### config.mk
export PLATFORM = sky130hd
export DESIGN_NAME = intersection_phase_scheduler
export DESIGN_NICKNAME = d
export VERILOG_FILES = /design/src/rtl/intersection_phase_scheduler.sv
export SDC_FILE = /design/constraint.sdc
export NUM_CORES = 1
export LEC_CHECK = 0
export CAP_MARGIN = 25
export CORE_MARGIN = 2
export CORE_UTILIZATION = 49
export CTS_CLUSTER_DIAMETER = 50
export CTS_CLUSTER_SIZE = 8
export DETAILED_ROUTE_END_ITERATION = 16
export GPL_ROUTABILITY_DRIVEN = 0
export MAX_ROUTING_LAYER = met4
export PLACE_DENSITY = 0.66
export SETUP_SLACK_MARGIN = 0.2
export SLEW_MARGIN = 20
export SYNTH_ARGS = -nofsm -noshare
export SYNTH_HDL_FRONTEND = slang
export SYNTH_SLANG_ARGS = --single-unit
### constraint.sdc
create_clock -name clk -period 4.4 [get_ports clk]
set_input_delay 0.66 -clock clk [delete_from_list [all_inputs] [get_ports clk]]
set_output_delay 0.66 -clock clk [all_outputs]
set_load 0.01 [all_outputs]
### src/rtl/intersection_phase_scheduler.sv
// Two-road intersection phase scheduler (NS / EW) with demand latches,
// min/max green, yellow and all-red clearance between every changeover.
// Optional build macro PED_WALK_EN adds a pedestrian walk phase inserted
// after an all-red clearance; without it ped_btn is ignored and walk is 0.
module intersection_phase_scheduler #(
  parameter int TICK_DIV    = 10_000_000,
  parameter int CNT_W       = 8,
  parameter int T_GREEN_MIN = 10,
  parameter int T_GREEN_MAX = 30,
  parameter int T_YELLOW    = 3,
  parameter int T_ALLRED    = 1,
  parameter int T_WALK      = 8
) (
  input  logic       clk,
  input  logic       reset,
  input  logic       ns_car,
  input  logic       ew_car,
  input  logic       ped_btn,
  output logic       ns_red,
  output logic       ns_yellow,
  output logic       ns_green,
  output logic       ew_red,
  output logic       ew_yellow,
  output logic       ew_green,
  output logic       walk,
  output logic [2:0] phase,
  output logic       phase_change
);

  localparam int PRE_W = (TICK_DIV > 1) ? $clog2(TICK_DIV) : 1;
  localparam logic [PRE_W-1:0] PRE_MAX  = PRE_W'(TICK_DIV - 1);
  localparam logic [CNT_W:0]   E_GMIN   = (CNT_W+1)'(T_GREEN_MIN);
  localparam logic [CNT_W:0]   E_GMAX   = (CNT_W+1)'(T_GREEN_MAX);
  localparam logic [CNT_W:0]   E_YELLOW = (CNT_W+1)'(T_YELLOW);
  localparam logic [CNT_W:0]   E_ALLRED = (CNT_W+1)'(T_ALLRED);

  typedef enum logic [2:0] {
    NS_GREEN  = 3'd0,
    NS_YELLOW = 3'd1,
    ALLRED_A  = 3'd2,
    EW_GREEN  = 3'd3,
    EW_YELLOW = 3'd4,
    ALLRED_B  = 3'd5,
    PED_WALK  = 3'd6
  } state_t;

  state_t           state_q, state_d;
  state_t           state_dly_q, state_dly_d;
  logic             phase_change_q, phase_change_d;
  logic [PRE_W-1:0] pre_q, pre_d;
  logic [CNT_W-1:0] timer_q, timer_d;
  logic             ns_pend_q, ns_pend_d;
  logic             ew_pend_q, ew_pend_d;
  logic             tick;
  logic [CNT_W:0]   elapsed;

`ifdef PED_WALK_EN
  localparam logic [CNT_W:0] E_WALK = (CNT_W+1)'(T_WALK);
  logic ped_pend_q, ped_pend_d;
  logic go_ew_q, go_ew_d;
`else
  logic ped_btn_unused;
  assign ped_btn_unused = ped_btn;
`endif

  // Timer holds at its maximum so a long rest in green never wraps back
  // into a short elapsed time.
  function automatic logic [CNT_W-1:0] sat_inc(input logic [CNT_W-1:0] v);
    return (v == {CNT_W{1'b1}}) ? v : v + CNT_W'(1);
  endfunction

  assign tick    = (pre_q == PRE_MAX);
  assign elapsed = {1'b0, timer_q} + (CNT_W+1)'(1);

  // Phase sequencing; every timed transition waits for a tick.
  always_comb begin
    state_d = state_q;
`ifdef PED_WALK_EN
    go_ew_d = go_ew_q;
`endif
    case (state_q)
      NS_GREEN:
        if (tick && elapsed >= E_GMIN && ew_pend_q && (!ns_car || elapsed >= E_GMAX))
          state_d = NS_YELLOW;
      NS_YELLOW:
        if (tick && elapsed == E_YELLOW) state_d = ALLRED_A;
      ALLRED_A:
        if (tick && elapsed == E_ALLRED) begin
          state_d = EW_GREEN;
`ifdef PED_WALK_EN
          if (ped_pend_q) begin
            state_d = PED_WALK;
            go_ew_d = 1'b1;
          end
`endif
        end
      EW_GREEN:
        if (tick && elapsed >= E_GMIN && ns_pend_q && (!ew_car || elapsed >= E_GMAX))
          state_d = EW_YELLOW;
      EW_YELLOW:
        if (tick && elapsed == E_YELLOW) state_d = ALLRED_B;
      ALLRED_B:
        if (tick && elapsed == E_ALLRED) begin
          state_d = NS_GREEN;
`ifdef PED_WALK_EN
          if (ped_pend_q) begin
            state_d = PED_WALK;
            go_ew_d = 1'b0;
          end
`endif
        end
`ifdef PED_WALK_EN
      PED_WALK:
        if (tick && elapsed == E_WALK) state_d = go_ew_q ? EW_GREEN : NS_GREEN;
`endif
      default: state_d = ALLRED_B;
    endcase
  end

  // Prescaler, phase timer, demand latches and change-detect next values.
  always_comb begin
    pre_d = tick ? '0 : pre_q + PRE_W'(1);

    if (state_d != state_q) timer_d = '0;
    else if (tick)          timer_d = sat_inc(timer_q);
    else                    timer_d = timer_q;

    // Clearing on green entry takes priority over a same-cycle sensor hit.
    ns_pend_d = ns_pend_q;
    if (state_d == NS_GREEN && state_q != NS_GREEN) ns_pend_d = 1'b0;
    else if (ns_car && state_q != NS_GREEN)         ns_pend_d = 1'b1;

    ew_pend_d = ew_pend_q;
    if (state_d == EW_GREEN && state_q != EW_GREEN) ew_pend_d = 1'b0;
    else if (ew_car && state_q != EW_GREEN)         ew_pend_d = 1'b1;

`ifdef PED_WALK_EN
    ped_pend_d = ped_pend_q;
    if (state_d == PED_WALK && state_q != PED_WALK) ped_pend_d = 1'b0;
    else if (ped_btn)                               ped_pend_d = 1'b1;
`endif

    state_dly_d    = state_q;
    phase_change_d = (state_q != state_dly_q);
  end

  // State and control registers with synchronous reset.
  always_ff @(posedge clk) begin
    if (reset) begin
      state_q        <= ALLRED_B;
      state_dly_q    <= ALLRED_B;
      phase_change_q <= 1'b0;
      pre_q          <= '0;
      timer_q        <= '0;
      ns_pend_q      <= 1'b0;
      ew_pend_q      <= 1'b0;
`ifdef PED_WALK_EN
      ped_pend_q     <= 1'b0;
      go_ew_q        <= 1'b0;
`endif
    end else begin
      state_q        <= state_d;
      state_dly_q    <= state_dly_d;
      phase_change_q <= phase_change_d;
      pre_q          <= pre_d;
      timer_q        <= timer_d;
      ns_pend_q      <= ns_pend_d;
      ew_pend_q      <= ew_pend_d;
`ifdef PED_WALK_EN
      ped_pend_q     <= ped_pend_d;
      go_ew_q        <= go_ew_d;
`endif
    end
  end

  // Lamp decode straight from the state register.
  always_comb begin
    ns_red    = 1'b1;
    ns_yellow = 1'b0;
    ns_green  = 1'b0;
    ew_red    = 1'b1;
    ew_yellow = 1'b0;
    ew_green  = 1'b0;
    walk      = 1'b0;
    case (state_q)
      NS_GREEN:  begin ns_red = 1'b0; ns_green  = 1'b1; end
      NS_YELLOW: begin ns_red = 1'b0; ns_yellow = 1'b1; end
      EW_GREEN:  begin ew_red = 1'b0; ew_green  = 1'b1; end
      EW_YELLOW: begin ew_red = 1'b0; ew_yellow = 1'b1; end
`ifdef PED_WALK_EN
      PED_WALK:  walk = 1'b1;
`endif
      default: ;
    endcase
  end

  assign phase        = state_q;
  assign phase_change = phase_change_q;

endmodule

Yosys cells after proc, flatten, opt, wreduce, memory -nomap -nowiden

Index checks and enable logic that the tools add are counted.
Widths: inputs -> output; s select.

Add/sub/neg operators: 3
Multiply operators: 0
Divide/modulo/power cells: 0
Order comparisons: 2
Eq/ne operators: 13
Shifts and indexed selects: 0
Multiplexer cells: 13
Bitwise logic cells: 1
Reduce and logical (&&, ||, !) cells: 25

Operators by type and width:

| kind                  | number |
|---|---|
| $add 24x1->24 const B | 1 |
| $eq 24x24->1 const B  | 1 |
| $mux 3                | 6 |
| $pmux 3 s6            | 1 |
| $reduce_or 2->1       | 6 |
| $logic_and 1x1->1     | 11 |
| $add 8x1->9 const B   | 1 |
| $eq 3x2->1 const B    | 3 |
| $eq 9x1->1 const B    | 1 |
| $eq 9x2->1 const B    | 1 |
| $ge 9x4->1 const B    | 1 |
| $ge 9x5->1 const B    | 1 |
| $add 8x1->8 const B   | 1 |
| $eq 8x8->1 const B    | 1 |
| $eq 3x3->1 const B    | 2 |
| $logic_not 3->1       | 2 |
| $mux 1                | 6 |
| $ne 3x3->1            | 2 |
| $eq 3x1->1 const B    | 1 |
| $ne 3x2->1 const B    | 1 |
| $reduce_bool 3->1     | 1 |
| $logic_not 1->1       | 2 |
| $logic_or 1x1->1      | 2 |
| $reduce_and 2->1      | 1 |
| $not 1->1             | 1 |

Bits in registers: 41
Bits in latches: 0
RAM bits: 0
Memory bits (read-only): 0
Input bits: 5
Output and inout port bits: 11
Memories kept: 0

Depth between registers and ports, before layout

Depth after elaboration: 10
Depth in mapped cells: 9

Worst setup path after synthesis

OpenSTA, ideal clock, no wires.

Path kind: register -> register
Start: reg pre_q[8]
End: reg state_q[0], in the netlist phase[0]
Library setup time: 122 ps
Arrival: 2364 ps
Data required time: 4278 ps
Setup slack: 1914 ps
Cell stages (with the launch flop): 7
Path buffers: 0
Period minus slack after synthesis: 2486 ps
Cells stage by stage: dfxtp_1 or4b_1 or4_4 nor4_4 mux2i_1 nand2_1 a311o_1

Longest elaborated chain between the ends: 6
Elaborated cells on any way between the ends: 15

RTL lines:

| element                                            | RTL line | source |
|---|---|---|
| start: declaration                                 | 50       | `logic [PRE_W-1:0] pre_q, pre_d;` |
| start signal: assignment                           | 165      | `pre_q <= pre_d;` |
| $eq 24x24->1 *                                     | 72       | `assign tick = (pre_q == PRE_MAX);` |
| $logic_and 1x1->1                                  | 83, 98   |  |
| $logic_and 1x1->1 (on tied branches) (2 in series) | 98, 83   |  |
| $mux 3 (on tied branches)                          | 98, 83   |  |
| $pmux 3 s6 *                                       | 81       | `case (state_q)` |
| end signal: assignment                             | 162      | `state_q <= state_d;` |
| end: declaration                                   | 47       | `state_t state_q, state_d;` |

Mark *: on every way between the ends. The rest lies on a longest branch, timed or not.
A chain may end at the register's enable or synchronous reset.

Worst setup path in the final report

Start: reg timer_q[0]
End: reg timer_q[7]

Longest elaborated chain between the ends: 9
Elaborated cells on any way between the ends: 27

RTL lines:

| element                                            | RTL line | source |
|---|---|---|
| start: declaration                                 | 51       | `logic [CNT_W-1:0] timer_q, timer_d;` |
| start signal: assignment                           | 166      | `timer_q <= timer_d;` |
| $add 8x1->9                                        | 73       | `assign elapsed = {1'b0, timer_q} + (CNT_W+1)'(1);` |
| $ge 9x4->1                                         | 83, 98   |  |
| $logic_and 1x1->1                                  | 83, 98   |  |
| $logic_and 1x1->1 (on tied branches) (2 in series) | 98, 83   |  |
| $mux 3 (on tied branches)                          | 98, 83   |  |
| $pmux 3 s6                                         | 81       |  |
| $ne 3x3->1                                         | 124      | `if (state_d != state_q) timer_d = '0;` |
| $reduce_or 2->1 (no source line)                   | -        |  |

Parallel ways exist; a longest one is shown, timed or not.

==> impl_metrics.tcl <==
set metrics [dict create \
    status "finished, final reports clean" \
    core_area_mm2 0.00441 \
    path_max_fanout 11 \
    grt_pass1_vias 1674 \
    power_density_mw_per_mm2 263 \
    place_ws_ps 1700 \
    routed-via-count 1811 \
    synth_top_family_by_area "simple AND/OR/NAND/NOR gates" \
    path_class "reg2reg" \
    cts_buffers 5 \
    start_util_pct 51.8 \
    postCtsHoldBufs 0 \
    postRouteAntennaNets 0 \
    hold_violations 0 \
    rows 24 \
    ys_ff_latch 41 \
    fillers 419 \
    synth_cell_type_count 54 \
    timing.fmax_mhz 377 \
    syn_area_mm2 0.00229 \
    netlist.area_leader.share_pct 35.9 \
    finalWorstSetupSlack_ps 1750 \
    synth_mux_area_share_pct 2.24 \
    syn_inst 271 \
    worst_ep_arrival_time_ps 2830 \
    wirelength_um 4130 \
    grt_overflow_total 0 \
    insertedDiodeCount 0 \
    postCtsSetupBuffers 0 \
    dr.pass1.iters 4 \
    seq_area_frac_synth_pct 35.9 \
    grt_max_degree 25 \
    synth_top_cell_by_area "dfxtp_1" \
    finalCritPeriodShare_pct 60.3 \
    fp.dieH_um 72.3 \
    async_flop_share_pct 0 \
    start_kind "register" \
    grtUsageTotal_pct 18.2 \
    areaGrowthSynthToFinish_pct 8.09 \
    drt-initial-drc-count 165 \
    htree_levels 2 \
    hp-class "reg2reg" \
    synth_compound_area_share_pct 14.0 \
    syn_area_per_cell_um2 8.44 \
    drv_cap 0 \
    final.min_clock_period_ps 2650 \
    rsz0062_at_grt "false" \
    drive_gt1_share_pct 8.54 \
    synthSimpleGateAreaFrac_pct 28.3 \
    tns_ps 0 \
    synth_warnings 0 \
    cts_buffer_depth 2 \
    port_buffers 13 \
    cts.sinks 41 \
    via_per_inst 5.44 \
    dp_hpwl_um 2950 \
    synthXorXnorAreaFrac_pct 9.95 \
    drc 0 \
    nNetsFinal 290 \
    holdWs_ps 473 \
    wl_per_cell_um 12.4 \
    path_clk_slew_ps 80 \
    slew_violations 0 \
    synth_fa_ha_area_share_pct 2.73 \
    finalSetupViolations 0 \
    grt_antenna_before_repair 0 \
    chipWidth_um 72.3 \
    cts-root-buf "clkbuf_8" \
    r2r_slack_ps 1750 \
    syn-num-nets 281 \
    cts_resized 0 \
    ir_worst_vdd_mv 0.175 \
    clock_latency_ps 300 \
    synth-main-ff-cell "dfxtp_1" \
    synthTopCellsByArea "dfxtp_1 36%, nor2_1 5.4%, xnor2_1 5.0%, xor2_1 5.0%, a21oi_1 3.5%" \
    ios 16 \
    die_area_mm2 0.00523 \
    worstPathRequired_ps 4570 \
    p_leak_nw 0.836 \
    hold_depth 1 \
    worstSetupEndpointType "register" \
    r2r_cells 8 \
    grt_pass1_wl_um 7510 \
    cts_tree "done" \
    synth_edf_count 0 \
    finClkSkew_ps 17.2 \
]
## per-layer routing
layer | up-vias | wire, µm | global-route usage [%]
met2 | 28 | 1860 | 27.7
met1 | 812 | 2080 | 24.1
met5 | - | 0 | -
met3 | 5 | 147 | 4.17
met4 | 0 | 42 | 5.45
li1 | 966 | - | -
## registers in the layout, summed over array words and instances (netlist names)
register,count
ew_pend_q,1
ns_pend_q,1
phase,3
phase_change,1
pre_q,24
state_dly_q,3
timer_q,8
## logic make-up (layout without fill, tap and decap cells)
logic type,after synthesis,count (layout)
XOR/XNOR,26,26
AO/OA/AOI/OAI,49,49
AND/OR/NAND/NOR,121,121
adder cells (fa/ha/maj),5,5
multiplexers,5,5
other,1,1
buffers and inverters,23,33
flip-flops,41,41
## placed cells by master (no fill, tap or decap), types with 5 or more instances in the layout
master	count
nand4_1	9
inv_1	11
nand3_1	15
ha_1	5
o21ai_0	10
nor2_1	33
nor3_1	7
a21oi_1	16
nor2b_1	7
dfxtp_1	41
nand2_1	21
clkbuf_8	6
xor2_1	13
or3_1	6
clkdlybuf4s50_1	13
xnor2_1	13
a31oi_1	5
## cell type report
| type | count | area, µm² | area share [%] |
|---|---|---|---|
| Tap cell | 52 | 65.1 | 2.63 |
| Clock inverter | 2 | 13.8 | 0.556 |
| Clock buffer | 6 | 82.6 | 3.34 |
| Timing Repair Buffer | 14 | 138 | 5.56 |
| Sequential cell | 41 | 821 | 33.2 |
| Multi-Input combinational cell | 207 | 1310 | 53.1 |
| Inverter | 11 | 41.3 | 1.67 |
## cell usage after synthesis, drive strengths merged (2+ instances only)
cell type / count
buf: 2
o21ai: 11
o21a: 2
clkbuf: 9
nand4: 9
nor3b: 3
and3: 4
or3: 8
nor2: 34
nor3: 7
a31oi: 6
xnor2: 13
nand2: 21
xor2: 13
a41oi: 2
a21oi: 17
dfxtp: 41
nor2b: 7
inv: 11
ha: 5
o211ai: 2
or4: 2
nand3: 17
mux2i: 4
a21o: 2
## through the flow
stage	std cells	power, mW	util (%)	instance area, µm²
after CTS	333	0.661	56.0	2470
final	333	0.650	56.0	2470
after global routing	333	0.679	56.0	2470
after floorplan	271	0.397	-	2290
after detailed placement	325	0.404	53.9	2380
after global placement	325	0.403	53.9	2380
## where the power goes
| group | internal [mW] | switching (mW) |
|---|---|---|
| logic | 0.00744 | 0.0101 |
| clock network | 0.127 | 0.129 |
| registers | 0.374 | 0.00262 |
| total | 0.509 | 0.141 |
## critical path, stage by stage (launching register included)
cell	delay (ps)
dfxtp_1	520
ha_1	420
nand2_1	110
nor3b_1	150
or4_1	470
o311ai_0	130
nand4_1	310
a21oi_4	320
a21oi_1	110
## path summary, 6_finish.rpt
| check | startpoint | endpoint |
|---|---|---|
| worst max-delay path | timer_q[0] | timer_q[7] |
| worst min-delay path | pre_q[0] | pre_q[0] |
| worst max register to register | timer_q[0] | timer_q[7] |
| worst min register to register | pre_q[0] | pre_q[0] |
Power figures use the tool's default switching activity.
